[config.mk]
export PLATFORM = sky130hd
export DESIGN_NAME = serial_paralelo_rx_align_flat
export DESIGN_NICKNAME = d
export VERILOG_FILES = /design/src/rtl/serial_paralelo_rx_align_if.sv /design/src/rtl/serial_paralelo_rx_align.sv /design/src/flat_wrapper.sv
export SDC_FILE = /design/constraint.sdc
export NUM_CORES = 1
export LEC_CHECK = 0
export CAP_MARGIN = 0
export CORE_ASPECT_RATIO = 1.5
export CORE_UTILIZATION = 52
export DETAILED_ROUTE_END_ITERATION = 8
export DONT_BUFFER_PORTS = 1
export PLACE_DENSITY = 0.66
export SLEW_MARGIN = 20
export SYNTH_ARGS = -nofsm -noshare
export SYNTH_HDL_FRONTEND = slang
export SYNTH_SLANG_ARGS = --single-unit
[constraint.sdc]
create_clock -name clk_4f -period 1.6 [get_ports clk_4f]
set_clock_uncertainty 0.1 [all_clocks]
set_input_delay 0.16 -clock clk_4f [delete_from_list [all_inputs] [get_ports clk_4f]]
set_output_delay 0.16 -clock clk_4f [all_outputs]
set_load 0.005 [all_outputs]
[src/rtl/serial_paralelo_rx_align_if.sv]
// Serial RX bus: serial line in, aligned parallel word, strobe and lock status out.
// lock_loss_cnt is carried only when SPRX_LOSS_CNT_EN is defined.
interface serial_paralelo_rx_align_if #(
    parameter int DATA_W = 8
);
    logic              data_in;
    logic [DATA_W-1:0] data_out;
    logic              valid_out;
    logic              active_out;
`ifdef SPRX_LOSS_CNT_EN
    logic [7:0]        lock_loss_cnt;

    modport master (output data_in, input data_out, valid_out, active_out, lock_loss_cnt);
    modport slave  (input data_in, output data_out, valid_out, active_out, lock_loss_cnt);
`else
    modport master (output data_in, input data_out, valid_out, active_out);
    modport slave  (input data_in, output data_out, valid_out, active_out);
`endif
endinterface

[src/rtl/serial_paralelo_rx_align.sv]
// Serial-to-parallel receiver with comma word alignment and lock tracking (HUNT/SYNC/LOCKED).
// Optional lock-loss counter output enabled by SPRX_LOSS_CNT_EN.
module serial_paralelo_rx_align #(
    parameter int                DATA_W     = 8,
    parameter logic [DATA_W-1:0] COMMA      = 8'hBC,
    parameter int                LOCK_COUNT = 4,
    parameter int                LOSS_COUNT = 2
) (
    input  logic                          clk_4f,
    input  logic                          reset,
    serial_paralelo_rx_align_if.slave     rx
);
    localparam int BW = $clog2(DATA_W);
    localparam int CW = $clog2(LOCK_COUNT + 1);
    localparam int MW = $clog2(LOSS_COUNT + 1);

    typedef enum logic [1:0] {HUNT, SYNC, LOCKED} state_t;

    state_t            state_q, state_d;
    logic [DATA_W-1:0] sr_q, win;
    logic [BW-1:0]     bit_cnt_q, bit_cnt_d;
    logic [CW-1:0]     comma_cnt_q, comma_cnt_d;
    logic [MW-1:0]     miss_cnt_q, miss_cnt_d;
    logic [DATA_W-1:0] data_q, data_d;
    logic              valid_q, valid_d;
    logic              word_end, is_comma;
`ifdef SPRX_LOSS_CNT_EN
    logic [7:0]        loss_q, loss_d;
`endif

    // Window includes the bit being sampled this cycle
    assign win      = {sr_q[DATA_W-2:0], rx.data_in};
    assign is_comma = (win == COMMA);
    assign word_end = (bit_cnt_q == BW'(DATA_W - 1));

    always_comb begin
        state_d     = state_q;
        bit_cnt_d   = word_end ? '0 : bit_cnt_q + BW'(1);
        comma_cnt_d = comma_cnt_q;
        miss_cnt_d  = miss_cnt_q;
        data_d      = data_q;
        valid_d     = 1'b0;
`ifdef SPRX_LOSS_CNT_EN
        loss_d      = loss_q;
`endif
        case (state_q)
            HUNT: begin
                if (is_comma) begin
                    bit_cnt_d   = '0;
                    comma_cnt_d = CW'(1);
                    miss_cnt_d  = '0;
                    state_d     = (LOCK_COUNT == 1) ? LOCKED : SYNC;
                end
            end
            SYNC: begin
                if (word_end) begin
                    if (is_comma) begin
                        comma_cnt_d = comma_cnt_q + CW'(1);
                        if (comma_cnt_q == CW'(LOCK_COUNT - 1)) begin
                            state_d    = LOCKED;
                            miss_cnt_d = '0;
                        end
                    end else begin
                        state_d     = HUNT;
                        comma_cnt_d = '0;
                    end
                end
            end
            LOCKED: begin
                if (word_end) begin
                    if (is_comma) begin
                        miss_cnt_d = '0;
                    end else begin
                        data_d  = win;
                        valid_d = 1'b1;
                    end
                end else if (is_comma) begin
                    miss_cnt_d = miss_cnt_q + MW'(1);
                    if (miss_cnt_q == MW'(LOSS_COUNT - 1)) begin
                        state_d     = HUNT;
                        comma_cnt_d = '0;
`ifdef SPRX_LOSS_CNT_EN
                        if (loss_q != 8'hFF) loss_d = loss_q + 8'd1;
`endif
                    end
                end
            end
            default: state_d = HUNT;
        endcase
    end

    always_ff @(posedge clk_4f) begin
        if (!reset) begin
            state_q     <= HUNT;
            sr_q        <= '0;
            bit_cnt_q   <= '0;
            comma_cnt_q <= '0;
            miss_cnt_q  <= '0;
            data_q      <= '0;
            valid_q     <= 1'b0;
`ifdef SPRX_LOSS_CNT_EN
            loss_q      <= '0;
`endif
        end else begin
            state_q     <= state_d;
            sr_q        <= win;
            bit_cnt_q   <= bit_cnt_d;
            comma_cnt_q <= comma_cnt_d;
            miss_cnt_q  <= miss_cnt_d;
            data_q      <= data_d;
            valid_q     <= valid_d;
`ifdef SPRX_LOSS_CNT_EN
            loss_q      <= loss_d;
`endif
        end
    end

    // active_out derives from the registered state so it tracks LOCKED exactly
    assign rx.data_out   = data_q;
    assign rx.valid_out  = valid_q;
    assign rx.active_out = (state_q == LOCKED);
`ifdef SPRX_LOSS_CNT_EN
    assign rx.lock_loss_cnt = loss_q;
`endif
endmodule
[src/flat_wrapper.sv]
// flat-port wrapper written by rule: the top's interface ports become plain ports
module serial_paralelo_rx_align_flat 
#(
    parameter int                DATA_W     = 8,
    parameter logic [DATA_W-1:0] COMMA      = 8'hBC,
    parameter int                LOCK_COUNT = 4,
    parameter int                LOSS_COUNT = 2
)
  (clk_4f, reset, rx_data_in, rx_data_out, rx_valid_out, rx_active_out);
  serial_paralelo_rx_align_if #(.DATA_W(DATA_W)) rx_i ();
  input  logic clk_4f;
  input  logic reset;
  input wire logic [$bits(rx_i.data_in)-1:0] rx_data_in;
  output wire logic [$bits(rx_i.data_out)-1:0] rx_data_out;
  output wire logic [$bits(rx_i.valid_out)-1:0] rx_valid_out;
  output wire logic [$bits(rx_i.active_out)-1:0] rx_active_out;
  assign rx_i.data_in = rx_data_in;
  assign rx_data_out = rx_i.data_out;
  assign rx_valid_out = rx_i.valid_out;
  assign rx_active_out = rx_i.active_out;
  serial_paralelo_rx_align #(.DATA_W(DATA_W), .COMMA(COMMA), .LOCK_COUNT(LOCK_COUNT), .LOSS_COUNT(LOSS_COUNT)) u_core (.clk_4f(clk_4f), .reset(reset), .rx(rx_i));
endmodule
==> summary.md <==
| Metric | Value |
|---|---|
| Worst-Skew Late Latency | `310 ps` |
| Peak VDD IR | `0.6654 mV` |
| Wire length of the first global-routing pass | `3.933 mm` |
| Count of inserted antenna diode cells | `0` |
| DRC violation count after routing | `0` |
| Number of cells produced by synthesis | `112` |
| MaxCap Viol Count | `0` |
| Die Outline Area | `2450 µm²` |
| Post-synth top cells | `dfxtp_1, ha_1, mux2i_1, nor2_1, and2_1` |
| Via count normalized by instance count | `5.742` |
| Max-Slew Margin vs Limit | `75.69%` |
| Most Frequent Cell on Critical Path | `ha_4` |
| Floorplan die width | `40.75 µm` |
| Number of antenna-violating nets in the routed design | `0` |
| Critical Path, Cell by Cell | `ha_4, ha_4, nand2b_4, a211oi_4, nand4_1, o32ai_2` |
| Flip-flop and latch count after synthesis | `26` |
| Final Max Tran Viols | `0` |
| Outcome | `complete, but fails checks` |
| DP Area | `1326 µm²` |
| Largest net degree at the start of global routing | `14` |
| Average wire per standard cell | `15.61 µm` |
| Hold/Removal Path Class | `in2reg` |
| Kind of end point of the critical path | `flip-flop` |
| TritonCTS Sinks | `26` |
| Top cell family by delay on the critical path | `compound AO/OA/AOI/OAI gates` |
| Critical path's largest stage delay | `360 ps` |
| Worst-case setup margin in the final layout | `-84.35 ps` |
| Cell accounting for the most synthesized area | `dfxtp_1` |
| Final cell count without fillers | `163` |
| Maximum level of the CTS H-tree | `1` |
| Final setup viols | `8` |
| Netlist area before placement | `1171 µm²` |
| Net count of the mapped netlist | `125` |
| DRT Wirelength | `2.545 mm` |
| Dominant cell by count in the synthesized netlist | `dfxtp_1` |
| First-iteration detailed-routing DRC count | `22` |
| Overflow after GRT | `0` |
| Fraction of post-synthesis cell area in the top cell type by area | `44.44%` |
| Crit path arrival time | `1820 ps` |
| Post-synthesis area per instance | `10.46 µm²` |
| Maximum fanout encountered on the critical timing path | `6` |
| Ratio of final minimum period to clock period | `105.3%` |
| Ys async rst share | `0%` |
| Failing checks | `setup timing` |
| Shortest clock period the worst path allows after layout | `1684 ps` |
| Area growth from synthesis to final layout | `34.51%` |
| Final layout net count | `156` |
| HPWL after detailed placement | `1.742 mm` |
| RSZ-0062 raised after global routing | `yes` |
| Cells taking the most area after synthesis | `dfxtp_1, ha_1, mux2i_1` |
| Detailed Routing Iterations Pass 1 | `4` |
| Via count of the first global-routing pass | `949` |
| CTS clock-pin slew for the worst setup and hold paths | `130 ps` |
| Post-Place Setup Slack | `-150.9 ps` |
| Proportion of synthesized chip area in sequential cells | `44.44%` |
| Leak | `0.6158 nW` |
| Buffer type at the clock tree root | `clkbuf_4` |
| Cell count after placement | `148` |
| Number of distinct library cell variants in the gate-level netlist after synthesis | `35` |
| Port Buffer Count | `0` |
| Core area | `2077 µm²` |
| Number of fill cells | `139` |
| CP max-delay cell | `dfxtp_2` |
| GRT Overall Usage | `23.67%` |
| Placer congestion estimate | `0.7094` |
| Vertical extent of the die | `60.12 µm` |
| Top Ports | `13` |
| Number of enable-type register cells in the synthesized netlist | `0` |
| Post-Layout Inst Area | `1575 µm²` |
| Highest Clock Rate | `593.7 MHz` |
| Total clock buffers created by CTS | `3` |
| Top flip-flop cell by instance count after synthesis | `dfxtp_1` |
| Total number of vias | `936` |
| Number of antenna violations at the first check in global routing | `0` |
| Worst-case clock buffer depth | `2` |
| Measured slew at the worst slew-check pin | `363.9 ps` |
| Crit path buf inv count | `0` |
| Setup CP Type | `reg2reg` |
| Effective utilization at floorplan | `56.39%` |
| Std-Cell Rows | `20` |
| Layout cells sized above 1 | `33.33%` |
| YS warnings | `0` |
| Launching element type of the critical path | `flip-flop` |
| Number of hold violations in the final report | `0` |
| Required time at the endpoint of the critical path | `1740 ps` |
| TritonCTS clock tree | `yes` |
| Pwr Density | `621.0 nW/µm²` |
==> worst register-to-register path, cell delays in order, from the launching register on <==
cell      delay (ps)
dfxtp_2          360
ha_4             160
ha_4             170
nand2b_4         160
a211oi_4         270
nand4_1          170
o32ai_2          230
==> cell type report <==
cell class | count | area [µm²] | area share (%)
Clock buffer | 3 | 22.52 | 1.430
Multi-Input combinational cell | 79 | 724.4 | 45.99
Inverter | 5 | 18.77 | 1.191
Sequential cell | 26 | 530.5 | 33.68
Timing Repair Buffer | 28 | 251.5 | 15.97
Tap cell | 22 | 27.53 | 1.747
==> where the power goes <==
| group | leakage [nW] | total (mW) | switching, mW | internal [mW] |
|---|---|---|---|---|
| Sequential | 0.213 | 0.664 | 0.00875 | 0.655 |
| Combinational | 0.389 | 0.0440 | 0.0180 | 0.0260 |
| Clock | 0.0138 | 0.270 | 0.182 | 0.0881 |
==> cells in the final DEF (no fill, tap or decap), types with 2 or more instances in the layout <==
| cell type | instances |
|---|---|
| and2_2 | 2 |
| inv_2 | 2 |
| and2_1 | 7 |
| mux2i_1 | 9 |
| buf_4 | 16 |
| nand2_1 | 7 |
| a21oi_1 | 4 |
| dfxtp_2 | 2 |
| inv_1 | 3 |
| ha_4 | 4 |
| dlygate4sd3_1 | 10 |
| nor2_1 | 8 |
| clkbuf_4 | 3 |
| ha_1 | 5 |
| dfxtp_4 | 2 |
| dfxtp_1 | 22 |
| o21a_1 | 2 |
==> metrics by stage <==
stage	TNS, ps	power [mW]	util (%)	hold slack [ps]
after floorplan	-73.66	0.6967	-	181.7
after global placement	-294.8	0.7034	63.86	183.2
after detailed placement	-904.4	0.7060	63.86	190.1
after CTS	-199.5	0.9853	73.55	153.8
after global routing	-1390	1.025	75.84	137.9
final	-297.3	0.9783	75.84	159.4
==> state kept, by name (all words and copies together) (netlist names) <==
register,flops
u_core.sr_q,7
u_core.state_q,2
u_core.rx.valid_out,1
u_core.miss_cnt_q,2
u_core.comma_cnt_q,3
u_core.bit_cnt_q,3
u_core.rx.data_out,8
==> layer usage <==
layer,track usage (%),vias to the layer above,wire length [µm]
met2,39.91,23,1410
li1,-,458,-
met1,26.28,446,969
met3,2.974,9,65
met5,0,-,0
met4,14.76,0,100
==> final timing paths <==
kind | slack [ps] | cells past startpoint | startpoint | to
max reg2reg | -80 | 6 | u_core.bit_cnt_q[0]$_SDFF_PN0_ | u_core.comma_cnt_q[2]$_SDFFE_PN0P_
max | -80 | 6 | u_core.bit_cnt_q[0]$_SDFF_PN0_ | u_core.comma_cnt_q[2]$_SDFFE_PN0P_
min reg2reg | 420 | 2 | u_core.bit_cnt_q[0]$_SDFF_PN0_ | u_core.bit_cnt_q[0]$_SDFF_PN0_
min | 160 | 3 | rx_data_in | u_core.state_q[1]$_SDFFE_PN0P_
==> logic make-up (layout without fill, tap and decap cells) <==
logic type	after synthesis	count (layout)	synth area share (%)
adders and majority gates	10	10	10.68
DFF	26	26	44.44
muxes	9	9	7.693
AOI/OAI and AO/OA	19	19	13.78
and+or+nand+nor	41	41	21.16
buffers and inverters	7	36	2.244
==> timing repair <==
| action | CTS | global route |
|---|---|---|
| pin swaps | 6 | 3 |
| hold buffers | 10 | 0 |
| endpoints found under the hold margin | 15 | 0 |
| buffers inserted | 1 | 1 |
| gates resized for setup | 17 | 9 |
| endpoints found under the setup margin | 15 | 13 |
(Power assumes the default switching activity.)
